### config.mk
export PLATFORM = sky130hd
export DESIGN_NAME = bus_arbiter_flat
export DESIGN_NICKNAME = d
export VERILOG_FILES = /design/src/rtl/bus_arbiter_if.sv /design/src/rtl/bus_arbiter.sv /design/src/flat_wrapper.sv
export SDC_FILE = /design/constraint.sdc
export NUM_CORES = 1
export LEC_CHECK = 0
export BUFFER_PORTS_ARGS = -buffer_cell sky130_fd_sc_hd__buf_2
export CORE_MARGIN = 2
export CORE_UTILIZATION = 25
export DETAILED_ROUTE_END_ITERATION = 7
export PLACE_DENSITY = 0.52
export SYNTH_ARGS = -nofsm -noshare
export SYNTH_HDL_FRONTEND = slang
export SYNTH_SLANG_ARGS = --single-unit
### constraint.sdc
create_clock -name clk -period 2 [get_ports clk]
set_input_delay 0.1 -clock clk [delete_from_list [all_inputs] [get_ports clk]]
set_output_delay 0.1 -clock clk [all_outputs]
set_load 0.005 [all_outputs]
### src/rtl/bus_arbiter_if.sv
// Bus arbitration interface shared by the requesting masters and the arbiter.
//
// Signals:
//   req       per-master bus request (driven by the masters)
//   grant     registered one-hot grant, all-zero when idle
//   owner     binary index of the current (or last) owner
//   bus_busy  high while any grant bit is set
//   wait_     per-master stall, req & ~grant (feeds IFBusy / MemBusy)
//   timeout   one-cycle pulse on forced preemption
//
// Modports: master (requester side), slave (arbiter side).
interface bus_arbiter_if #(
    parameter int unsigned MASTER_CH = 4,
    parameter int unsigned OWNER_W   = 2
) ();
    logic [MASTER_CH-1:0] req;
    logic [MASTER_CH-1:0] grant;
    logic [OWNER_W-1:0]   owner;
    logic                 bus_busy;
    logic [MASTER_CH-1:0] wait_;
    logic                 timeout;

    modport master (
        output req,
        input  grant,
        input  owner,
        input  bus_busy,
        input  wait_,
        input  timeout
    );

    modport slave (
        input  req,
        output grant,
        output owner,
        output bus_busy,
        output wait_,
        output timeout
    );
endinterface

### src/rtl/bus_arbiter.sv
// Round-robin arbiter for the shared CPU bus (IF stage, MEM stage, optional DMA/debug).
// Issues a registered one-hot grant and keeps it while the owner holds its request.
//
// Ports:
//   clk    system clock, all state changes on the rising edge
//   reset  synchronous, active-high reset
//   bus    bus_arbiter_if.slave: req in; grant, owner, bus_busy, wait_, timeout out
//
// Optional feature: define BUS_ARB_TIMEOUT_EN to preempt an owner that has held the bus
// for MAX_HOLD cycles while others wait. Without it, ownership is unlimited and
// timeout is tied low.
module bus_arbiter #(
    parameter int unsigned MASTER_CH = 4,
    parameter int unsigned OWNER_W   = 2,
    parameter int unsigned MAX_HOLD  = 16
) (
    input logic          clk,
    input logic          reset,
    bus_arbiter_if.slave bus
);

    if (MASTER_CH < 2 || MASTER_CH > 8 || (2 ** OWNER_W) < MASTER_CH || MAX_HOLD < 2)
    begin : g_param_check
        $error("bus_arbiter: illegal parameter combination");
    end

    typedef enum logic [0:0] {StIdle, StOwned} state_e;

    state_e               state_q, state_d;
    logic [MASTER_CH-1:0] grant_q, grant_d;
    logic [OWNER_W-1:0]   owner_q, owner_d;
    logic [OWNER_W-1:0]   last_q, last_d;

    logic [MASTER_CH-1:0] cand;
    logic                 owner_req;
    logic                 preempt;

    logic                 hi_found, lo_found, pick_found;
    logic [OWNER_W-1:0]   hi_idx, lo_idx, pick_idx;
    logic [MASTER_CH-1:0] hi_oh, lo_oh, pick_oh;

    // Owner's request bit is masked out, so the same scan serves IDLE arbitration,
    // release hand-off and preemption.
    assign owner_req = |(bus.req & grant_q);
    assign cand      = bus.req & ~grant_q;

    // Round-robin scan starting after last_q: first set bit above last_q wins,
    // otherwise the first set bit at or below it (wrap-around).
    always_comb begin
        hi_found = 1'b0;
        lo_found = 1'b0;
        hi_idx   = '0;
        lo_idx   = '0;
        hi_oh    = '0;
        lo_oh    = '0;
        for (int j = 0; j < int'(MASTER_CH); j++) begin
            if (cand[j]) begin
                if (j > int'(last_q)) begin
                    if (!hi_found) begin
                        hi_found  = 1'b1;
                        hi_idx    = OWNER_W'(j);
                        hi_oh[j]  = 1'b1;
                    end
                end else if (!lo_found) begin
                    lo_found  = 1'b1;
                    lo_idx    = OWNER_W'(j);
                    lo_oh[j]  = 1'b1;
                end
            end
        end
        pick_found = hi_found | lo_found;
        pick_idx   = hi_found ? hi_idx : lo_idx;
        pick_oh    = hi_found ? hi_oh : lo_oh;
    end

`ifdef BUS_ARB_TIMEOUT_EN
    localparam int unsigned HoldW = $clog2(MAX_HOLD + 1);

    logic [HoldW-1:0] hold_q, hold_d;
    logic             timeout_q, timeout_d;

    assign preempt = (state_q == StOwned) && owner_req && (|cand) &&
                     (hold_q == HoldW'(MAX_HOLD - 1));

    always_comb begin
        hold_d    = hold_q;
        timeout_d = preempt;
        if (state_q != StOwned || grant_d != grant_q) begin
            hold_d = '0;
        end else if (owner_req && (|cand)) begin
            hold_d = hold_q + 1'b1;
        end
    end

    always_ff @(posedge clk) begin
        if (reset) begin
            hold_q    <= '0;
            timeout_q <= 1'b0;
        end else begin
            hold_q    <= hold_d;
            timeout_q <= timeout_d;
        end
    end

    assign bus.timeout = timeout_q;
`else
    assign preempt     = 1'b0;
    assign bus.timeout = 1'b0;
`endif

    always_comb begin
        state_d = state_q;
        grant_d = grant_q;
        owner_d = owner_q;
        last_d  = last_q;
        unique case (state_q)
            StIdle: begin
                if (pick_found) begin
                    grant_d = pick_oh;
                    owner_d = pick_idx;
                    last_d  = pick_idx;
                    state_d = StOwned;
                end
            end
            StOwned: begin
                // Release and preemption both hand off directly, no idle bubble.
                if (!owner_req || preempt) begin
                    if (pick_found) begin
                        grant_d = pick_oh;
                        owner_d = pick_idx;
                        last_d  = pick_idx;
                    end else begin
                        grant_d = '0;
                        state_d = StIdle;
                    end
                end
            end
            default: begin
                grant_d = '0;
                state_d = StIdle;
            end
        endcase
    end

    always_ff @(posedge clk) begin
        if (reset) begin
            state_q <= StIdle;
            grant_q <= '0;
            owner_q <= '0;
            last_q  <= OWNER_W'(MASTER_CH - 1);
        end else begin
            state_q <= state_d;
            grant_q <= grant_d;
            owner_q <= owner_d;
            last_q  <= last_d;
        end
    end

    assign bus.grant    = grant_q;
    assign bus.owner    = owner_q;
    assign bus.bus_busy = |grant_q;
    assign bus.wait_    = bus.req & ~grant_q;

endmodule

### src/flat_wrapper.sv
// flat-port wrapper written by rule: the top's interface ports become plain ports
module bus_arbiter_flat 
#(
    parameter int unsigned MASTER_CH = 4,
    parameter int unsigned OWNER_W   = 2,
    parameter int unsigned MAX_HOLD  = 16
)
  (clk, reset, bus_req, bus_grant, bus_owner, bus_bus_busy, bus_wait_, bus_timeout);
  bus_arbiter_if #(.MASTER_CH(MASTER_CH), .OWNER_W(OWNER_W)) bus_i ();
  input logic clk;
  input logic reset;
  input wire logic [$bits(bus_i.req)-1:0] bus_req;
  output wire logic [$bits(bus_i.grant)-1:0] bus_grant;
  output wire logic [$bits(bus_i.owner)-1:0] bus_owner;
  output wire logic [$bits(bus_i.bus_busy)-1:0] bus_bus_busy;
  output wire logic [$bits(bus_i.wait_)-1:0] bus_wait_;
  output wire logic [$bits(bus_i.timeout)-1:0] bus_timeout;
  assign bus_i.req = bus_req;
  assign bus_grant = bus_i.grant;
  assign bus_owner = bus_i.owner;
  assign bus_bus_busy = bus_i.bus_busy;
  assign bus_wait_ = bus_i.wait_;
  assign bus_timeout = bus_i.timeout;
  bus_arbiter #(.MASTER_CH(MASTER_CH), .OWNER_W(OWNER_W), .MAX_HOLD(MAX_HOLD)) u_core (.clk(clk), .reset(reset), .bus(bus_i));
endmodule
==> results of run 1 <==
routing by layer:
| layer | GRT usage, % | part of all wire, % |
|---|---|---|
| met5 | 0 | 0 |
| met4 | 2.50 | 0 |
| met3 | 4.64 | 7.6 |
| met2 | 16.9 | 44 |
| met1 | 17.2 | 48 |
cell families after synthesis:
family	synth area share, %
other	0.582
DFF	28.0
buffers and inverters	9.90
muxes	3.30
AOI/OAI and AO/OA	35.7
and+or+nand+nor	22.5
worst min-delay path by stage:
| stage | from | to | slack, ns | cells after the start |
|---|---|---|---|---|
| after floorplan | bus_req[0] | bus_wait_[0] | 0.37 | 2 |
| after global placement | reset | u_core.state_q$_SDFF_PP0_ | 0.41 | 2 |
| after detailed placement | reset | u_core.bus.owner[0]$_SDFFE_PP0P_ | 0.40 | 2 |
| after CTS | reset | u_core.bus.owner[0]$_SDFFE_PP0P_ | 0.13 | 2 |
| after global routing | reset | u_core.bus.owner[0]$_SDFFE_PP0P_ | 0.16 | 2 |
| final | reset | u_core.bus.owner[0]$_SDFFE_PP0P_ | 0.14 | 2 |
sequential cells by signal, summed over array words and instances (netlist names):
register,flops
u_core.bus.grant,4
u_core.state_q,1
u_core.last_q,2
u_core.bus.owner,2
per-stage QoR:
stage / instance area (µm²) / worst slack (ns) / total power [µW]
after floorplan: 644 / 0.518 / 431
after global placement: 731 / 0.329 / 503
after detailed placement: 731 / 0.268 / 502
after CTS: 757 / 0.261 / 643
after global routing: 757 / 0.151 / 687
final: 757 / 0.264 / 635
final cells by class:
cell class | count | area [µm²] | area share (%)
inverters | 6 | 25.0 | 3.31
multi-input cells | 53 | 400 | 52.9
clock buffers | 4 | 26.3 | 3.47
well taps | 30 | 37.5 | 4.96
repair buffers | 17 | 87.6 | 11.6
flip-flops and latches | 9 | 180 | 23.8
where the power goes:
part	switching [µW]	total, µW	leakage [µW]	internal, µW
Sequential	47.8	258	0.0000745	210
Combinational	125	240	0.000240	116
Clock	60.1	137	0.0000150	76.7
Total	233	635	0.000330	402
critical path, delay by kind of cell (launching register included):
family | cells | cell delay (ns)
flip-flops | 1 | 0.39
AO/OA/AOI/OAI | 1 | 0.26
multiplexers | 1 | 0.35
AND/OR/NAND/NOR | 2 | 0.63
synthesized netlist by cell type, types with 2 or more instances:
library cell,instances
clkbuf_1,2
a22o_1,2
o2bb2ai_1,2
nor2b_1,3
and3_1,4
a22oi_1,2
buf_4,2
a32o_1,2
nand2_1,2
nand3_1,2
dfxtp_1,9
o22ai_1,2
inv_1,4
o211ai_1,3
nor2_1,2
nand2b_1,3
a21oi_1,2
==> impl_results.md, run 1 <==
- Commonest non-fill, non-tap cell in the layout: buf_2
- Crit. End Element: flip-flop
- Core area: 2450 µm²
- Final Core Density: between 30 and 40%
- Hold slack: ~0.14 ns
- Cts bufs inserted: 3
- Commonest non-fill, non-tap cells in the layout: buf_2 (16), dfxtp_1 (9), inv_1 (4), and3_1 (4)
- Vias per cell: ~5.3
- # clock sinks: 9
- Gr ovfl total: 0
- MaxCap Viol Count: 0
- CP Launch Type: flip-flop
- CTS tree: built
- Die width: 54.8 µm
- Chip Height: around 55 µm
- Data required, critical path: ~2.2 ns
- RSZ-0062 raised after global routing: no
- R2r worst-path depth: 4
- GP Congestion: roughly 0.79
- DR pass1 iterations: 4
- Final setup vio count: 0
- IO buf count: 16
- Clk Latency, worst-skew pair: ~0.26 ns
- Mapped Cells: 74
- Vias in the first global route: 510
- Post-synth top flop: dfxtp_1
- Synth Cell Area: between 600 and 700 µm²
- First-pass GRT wire length: 2500 µm
- Post-synth EDFFs: 0
- YS warnings: 0
- Num ports: 18
- Area growth, synth to finish: 17.5%
- WL/cell: between 10 and 15 µm
- Via count: around 630
- Yosys cell types: between 40 and 50
- Post-CTS setup buffer count: 0
- CTS clock-pin slew for the worst setup and hold paths: ~0.06 ns
- Fmax: ~0.58 GHz
- Starting DRC count in detailed routing: 19
- H-tree levels: 1
- Top post-synthesis cells by area: dfxtp_1 (28%), and3_1 (3.9%), o211ai_1 (3.5%), a32o_1 (3.1%), nand2b_1 (2.9%)
- CP peak stage delay: between 0.3 and 0.4 ns
- Antenna Nets Post-Route: 0
- Path category of the worst min-delay check: in2reg
- Yosys reg bits: 9
- PwrDens: roughly 840 nW/µm²
- Final Instance Count excl. Fillers: ~120
- CTS hold repair buffers: 0
- Longest Clk Path Bufs: 2
- Drt drc: 0
- Post_cts resized: 0
- Pleak: about 0.00033 µW
- Largest area contributor in the netlist: dfxtp_1
- Mean post-synth cell area: between 8 and 9 µm²
- Peak supply drop: roughly 0.00054 V
- Outcome: completed
- Ys async rst share: 0%
- Register area share after synthesis: 28.0%
- TNS Setup: 0 ns
- FF-to-FF Start: u_core.bus.grant[3]$_SDFFE_PP0P_
- Crit path from: u_core.bus.grant[3]$_SDFFE_PP0P_
- Initial antenna violation count: 0
- Layout Nets: 96
- Pin count of the biggest net entering global routing: 15
- Setup crit end: u_core.bus.grant[2]$_SDFFE_PP0P_
- Num rows: 18
- CTS root buf: clkbuf_4
- WL final: between 1500 and 2000 µm
- CP Class: reg2reg
- CP max FO: 10
- Pins Over Slew Limit: 0
- WP data arrival: roughly 1.9 ns
- R2R Setup Slk: between 0.2 and 0.3 ns
- Fill count: between 200 and 300
- Global Route Usage Sum: between 10% and 20%
- Reg2reg end: u_core.bus.grant[2]$_SDFFE_PP0P_
- Final clock skew: ~0.0035 ns
- Fin crit share: 86.8%
- Mapped Nets: 80
- Final Hold Fails: 0
- Inserted Diodes: 0
- Synth top area share: between 20% and 30%
- Dpl cells: 115
- Slowest CP cell: dfxtp_1
- Worst-path cell chain: nand2b_1, nand4_2, o21ai_2, mux2_2
- Die area: about 3000 µm²
- Final period demand of the worst path: between 1.5 and 2 ns
- DPL Wire Length: ~1300 µm
- Share of layout cells above drive strength 1: a little under a third
- Initial core utilization: about a quarter
Power figures use the tool's default switching activity.
==> run 2, diff against run 1 <==
- RECOVER_POWER: default -> 25
==> impl_results.md, run 2 (synthesis results as in run 1) <==
- HP Start: reset
- # clock sinks: 9 (unchanged)
- Dpl cells: 115 (unchanged)
- Area growth, synth to finish: 17.1%
- WP data arrival: 1.88 ns (about the same)
- Vias in the first global route: 510 (unchanged)
- P_int: 400 µW (-0.52%)
- Critical Path Stages: 4 (unchanged)
- Post_cts resized: 0 (unchanged)
- Vias per cell: 5.32 (unchanged)
- Fin crit share: 86.6% (-0.20 points)
- Post-CTS setup buffer count: 0 (unchanged)
- Combinational share of power: 37.7% (-0.2 points)
- Final Power: 633 µW (-0.28%)
- Final Instance Count excl. Fillers: 119 (unchanged)
- Final period demand of the worst path: 1.73 ns (-0.00392 ns)
- MaxCap Viol Count: 0 (unchanged)
- TNS Setup: 0 ns (unchanged)
- PwrDens: 839 nW/µm² (about the same)
- Fmax: 0.577 GHz (+0.23%)
- Initial core utilization: 26.2% (unchanged)
- Antenna Nets Post-Route: 0 (unchanged)
- Crit. End Element: flip-flop
- CP Launch Type: flip-flop
- Reg power frac: 40.8% (+0.2 points)
- Global Route Usage Sum: 12.0% (unchanged)
- Outcome: completed
- Commonest non-fill, non-tap cell in the layout: buf_2
- Final setup vio count: 0 (unchanged)
- Core area: 2450 µm² (unchanged)
- GP Congestion: 0.792 (unchanged)
- Largest register FFs: 4 (unchanged)
- Net Sw Frac: 36.8% (+0.15 points)
- CP Class: reg2reg
- Hold slack: 0.139 ns (-0.000141 ns)
- DPL Wire Length: 1260 µm (unchanged)
- Hold Path End: u_core.bus.owner[0]$_SDFFE_PP0P_
- CP max FO: 10 (unchanged)
- Worst path buffer plus inverter count: 0 (unchanged)
- IO buf count: 16 (unchanged)
- WL final: 1610 µm (-0.19%)
- Num ports: 18 (unchanged)
- Share of layout cells above drive strength 1: 29.2% (-2.2 points)
- CP peak stage delay: 0.39 ns (about the same)
- Inserted Diodes: 0 (unchanged)
- Clk Latency, worst-skew pair: 0.26 ns (about the same)
- Pin count of the biggest net entering global routing: 15 (unchanged)
- Die area: 3000 µm² (unchanged)
- Initial antenna violation count: 0 (unchanged)
- RSZ-0062 raised after global routing: no
- Top Family by Delay on Critical Path: simple AND/OR/NAND/NOR gates
- Path category of the worst min-delay check: in2reg
- Gr ovfl total: 0 (unchanged)
- Clock power frac: 21.6% (about the same)
- Cts bufs inserted: 3 (unchanged)
- Reg2reg end: u_core.bus.grant[2]$_SDFFE_PP0P_
- Chip Height: 54.8 µm (unchanged)
- Slowest CP cell: dfxtp_1
- H-tree levels: 1 (unchanged)
- Hold path cells: 2 (unchanged)
- CTS hold repair buffers: 0 (unchanged)
- Via count: 633 (unchanged)
- Drt drc: 0 (unchanged)
- Starting DRC count in detailed routing: 19 (unchanged)
- Pins Over Slew Limit: 0 (unchanged)
- Peak supply drop: 0.000540 V (-0.13%)
- Data required, critical path: 2.15 ns (about the same)
- Layout Nets: 96 (unchanged)
- Die width: 54.8 µm (unchanged)
- R2R Setup Slk: 0.27 ns (about the same)
- First-pass GRT wire length: 2500 µm (unchanged)
- Final clock skew: 0.00352 ns (+0.000000670 ns)
- R2r worst-path depth: 4 (unchanged)
- Pleak: 0.000322 µW (-2.3%)
- Final Hold Fails: 0 (unchanged)
- CTS clock-pin slew for the worst setup and hold paths: 0.06 ns (about the same)
- Longest Clk Path Bufs: 2 (unchanged)
- Num rows: 18 (unchanged)
- WL/cell: 13.5 µm (-0.19%)
- FF-to-FF Start: u_core.bus.grant[3]$_SDFFE_PP0P_
- DR pass1 iterations: 4 (unchanged)
- CTS tree: built
- Worst-path cell chain: nand2b_1, nand4_2, o21ai_2, mux2_2
- Commonest non-fill, non-tap cells in the layout: buf_2 (14), dfxtp_1 (9), inv_1 (4), and3_1 (4)
- CTS root buf: clkbuf_4
- Net Switching: 233 µW (+0.13%)
[run 2: stage by stage]
step / util, % / area, µm² / worst slack, ns
global route: 30.7 / 754 / 0.151
CTS: 30.8 / 757 / 0.261
detailed placement: 29.8 / 731 / 0.268
finish: 30.7 / 754 / 0.268
global placement: 29.8 / 731 / 0.329
floorplan: - / 644 / 0.518
[run 2: power groups by stage]
stage	Sequential (µW)	Clock [µW]	Combinational, µW
2_1_floorplan	236	0	195
3_3_place_gp	261	0	242
3_5_place_dp	262	0	240
4_1_cts	257	143	243
5_1_grt	264	152	268
6_report	258	137	238
[run 2: layout make-up]
class	instances	area [µm²]
fillers	282	1700
well taps	30	37.5
repair buffers	17	85.1
multi-input cells	53	400
clock buffers	4	26.3
flip-flops and latches	9	180
inverters	6	25.0
[run 2: how the worst max path moves through the flow]
stage | slack, ns | startpoint | to
floorplan | 0.52 | u_core.bus.grant[3]$_SDFFE_PP0P_ | u_core.bus.grant[2]$_SDFFE_PP0P_
global placement | 0.33 | u_core.bus.grant[3]$_SDFFE_PP0P_ | u_core.bus.grant[2]$_SDFFE_PP0P_
detailed placement | 0.27 | u_core.bus.grant[3]$_SDFFE_PP0P_ | u_core.bus.grant[2]$_SDFFE_PP0P_
CTS | 0.26 | u_core.bus.grant[3]$_SDFFE_PP0P_ | u_core.bus.grant[2]$_SDFFE_PP0P_
global route | 0.15 | u_core.bus.grant[3]$_SDFFE_PP0P_ | u_core.bus.grant[2]$_SDFFE_PP0P_
finish | 0.27 | u_core.bus.grant[3]$_SDFFE_PP0P_ | u_core.bus.grant[2]$_SDFFE_PP0P_
[run 2: layer usage]
| metal | track usage (%) | vias up | routed length [µm] |
|---|---|---|---|
| met5 | 0 | - | 0 |
| met4 | 2.50 | 0 | 0 |
| met3 | 4.64 | 0 | 122 |
| met2 | 16.9 | 18 | 709 |
| met1 | 17.2 | 297 | 776 |
| li1 | - | 318 | - |
==> run 3, diff against run 2 <==
- CELL_PAD_IN_SITES_DETAIL_PLACEMENT: default -> 0
- CELL_PAD_IN_SITES_GLOBAL_PLACEMENT: default -> 2
- PLACE_DENSITY: 0.52 -> 0.76
- clock period: 2 -> 1.9 ns (I/O delays scaled with it)
==> impl_results.md, run 3 (synthesis results as in run 1) <==
- Initial core utilization: 26.2% (unchanged)
- Crit. End Element: flip-flop
- Starting DRC count in detailed routing: 21 (+2)
- Vias per cell: 5.39 (+1.3%)
- WL/cell: 14.2 µm (+4.8%)
- Layout Nets: 98 (+2.1%)
- Final clock skew: 0.000332 ns (-0.00319 ns)
- Die width: 54.8 µm (unchanged)
- Data required, critical path: 2.06 ns (-0.09 ns)
- Reg power frac: 39.7% (-1.1 points)
- Pleak: 0.000328 µW (+1.8%)
- H-tree levels: 1 (unchanged)
- Slowest CP cell: dfxtp_1
- Path category of the worst min-delay check: in2reg
- Longest Clk Path Bufs: 2 (unchanged)
- CP peak stage delay: 0.42 ns (+0.03 ns)
- Critical Path Stages: 4 (unchanged)
- DPL Wire Length: 1290 µm (+2.2%)
- Largest register FFs: 4 (unchanged)
- PwrDens: 888 nW/µm² (+5.8%)
- IO buf count: 16 (unchanged)
- Final setup vio count: 0 (unchanged)
- Fill count: 271 (-3.9%)
- Drt drc: 0 (unchanged)
- Pin count of the biggest net entering global routing: 15 (unchanged)
- CP max FO: 7 (-3)
- Core area: 2450 µm² (unchanged)
- First-pass GRT wire length: 2770 µm (+11%)
- CP Class: reg2reg
- Num rows: 18 (unchanged)
- Commonest non-fill, non-tap cells in the layout: buf_2 (14), dfxtp_1 (9), inv_1 (4), and3_1 (4), clkbuf_1 (4)
- FF-to-FF Start: u_core.bus.grant[1]$_SDFFE_PP0P_
- Peak supply drop: 0.000399 V (-26%)
- Hold Path End: u_core.state_q$_SDFF_PP0_
- P_int: 425 µW (+6.3%)
- Final Hold Fails: 0 (unchanged)
- Final Instance Count excl. Fillers: 121 (+1.7%)
- Cts bufs inserted: 3 (unchanged)
- Worst path buffer plus inverter count: 0 (unchanged)
- Final period demand of the worst path: 1.59 ns (-0.138 ns)
- Combinational share of power: 38.1% (+0.4 points)
- DP Area: 746 µm² (+2.1%)
- Outcome: completed
- Post_cts resized: 0 (unchanged)
- HP Start: reset
- Via count: 652 (+3.0%)
- Net Sw Frac: 37.5% (+0.65 points)
- Hold path cells: 2 (unchanged)
- Dpl cells: 117 (+1.7%)
- MaxCap Viol Count: 0 (unchanged)
- CTS root buf: clkbuf_4
- Die area: 3000 µm² (unchanged)
- DR pass1 iterations: 4 (unchanged)
- Clock power frac: 22.2% (+0.6 points)
- Num ports: 18 (unchanged)
- WP data arrival: 1.75 ns (-0.13 ns)
- CTS clock-pin slew for the worst setup and hold paths: 0.06 ns (about the same)
- CP Launch Type: flip-flop
- Pins Over Slew Limit: 0 (unchanged)
- Initial antenna violation count: 0 (unchanged)
- # clock sinks: 9 (unchanged)
- Post-CTS setup buffer count: 0 (unchanged)
- Design area: 766 µm² (+1.5%)
- GP Congestion: 0.876 (+11%)
- Area growth, synth to finish: 18.8%
- Antenna Nets Post-Route: 0 (unchanged)
- R2r worst-path depth: 4 (unchanged)
- CTS tree: built
- Net Switching: 255 µW (+9.3%)
- CTS hold repair buffers: 0 (unchanged)
- Top Family by Delay on Critical Path: simple AND/OR/NAND/NOR gates
- Fin crit share: 83.9% (-2.7 points)
- Vias in the first global route: 544 (+6.7%)
- TNS Setup: 0 ns (unchanged)
- Fmax: 0.627 GHz (+8.7%)
- WL final: 1710 µm (+6.6%)
- Chip Height: 54.8 µm (unchanged)
- Worst-path cell chain: nand2b_1, nand4_2, o21ai_2, mux2_2
- Reg2reg end: u_core.bus.grant[2]$_SDFFE_PP0P_
- Clk Latency, worst-skew pair: 0.26 ns (about the same)
- Global Route Usage Sum: 13.1% (+1.0 points)
- Commonest non-fill, non-tap cell in the layout: buf_2
- Inserted Diodes: 0 (unchanged)
- R2R Setup Slk: 0.31 ns (+0.04 ns)
- RSZ-0062 raised after global routing: no
- Gr ovfl total: 0 (unchanged)
- Share of layout cells above drive strength 1: 29.7% (+0.46 points)
run 3: cell types whose count changed in the layout (fill, tap and decap cells not counted):
cell      previous run  this run
buf_4                1         2
clkbuf_1             3         4
run 3: metrics by stage:
| step | worst slack [ns] | utilization (%) | total power (µW) | hold WS, ns |
|---|---|---|---|---|
| 6_report | 0.306 | 31.2 | 680 | 0.139 |
| 3_5_place_dp | 0.316 | 30.4 | 537 | 0.414 |
| 2_1_floorplan | 0.418 | - | 454 | 0.355 |
| 5_1_grt | 0.202 | 31.2 | 736 | 0.147 |
| 4_1_cts | 0.286 | 31.4 | 693 | 0.126 |
| 3_3_place_gp | 0.309 | 30.4 | 542 | 0.405 |
run 3: layout make-up:
type	instances	area, µm²	share of cell area [%]
Multi-Input combinational cell	53	400	52.3
Inverter	6	25.0	3.27
Timing Repair Buffer	19	96.3	12.6
Tap cell	30	37.5	4.90
Clock buffer	4	26.3	3.43
Sequential cell	9	180	23.5
run 3: worst max path at each step:
stage,start,to,slack (ns)
after floorplan,u_core.bus.grant[3]$_SDFFE_PP0P_,u_core.bus.grant[2]$_SDFFE_PP0P_,0.42
after global routing,u_core.bus.grant[2]$_SDFFE_PP0P_,u_core.bus.owner[0]$_SDFFE_PP0P_,0.20
after detailed placement,u_core.bus.grant[1]$_SDFFE_PP0P_,u_core.bus.grant[2]$_SDFFE_PP0P_,0.32
after CTS,u_core.bus.grant[1]$_SDFFE_PP0P_,u_core.bus.grant[2]$_SDFFE_PP0P_,0.29
final,u_core.bus.grant[1]$_SDFFE_PP0P_,u_core.bus.grant[2]$_SDFFE_PP0P_,0.31
after global placement,u_core.bus.grant[2]$_SDFFE_PP0P_,u_core.bus.owner[0]$_SDFFE_PP0P_,0.31
run 3: worst register-to-register path, cell delays in order (launching register included):
cell      delay [ns]
dfxtp_1         0.42
nand2b_1        0.22
nand4_2         0.24
o21ai_2         0.25
mux2_2          0.35
run 3: routing by layer:
metal / GRT usage [%] / vias to the layer above / part of all wire [%]
met5: 0 / - / 0
met4: 6.67 / 0 / 1.8
met3: 3.28 / 4 / 9.4
met2: 17.7 / 32 / 42
met1: 18.6 / 295 / 47
li1: - / 321 / -
run 3: power groups by stage:
stage | clock network [µW] | registers, µW | logic (µW)
3_5_place_dp | 0 | 273 | 263
5_1_grt | 169 | 278 | 289
4_1_cts | 159 | 269 | 266
3_3_place_gp | 0 | 274 | 268
2_1_floorplan | 0 | 248 | 206
6_report | 151 | 270 | 259
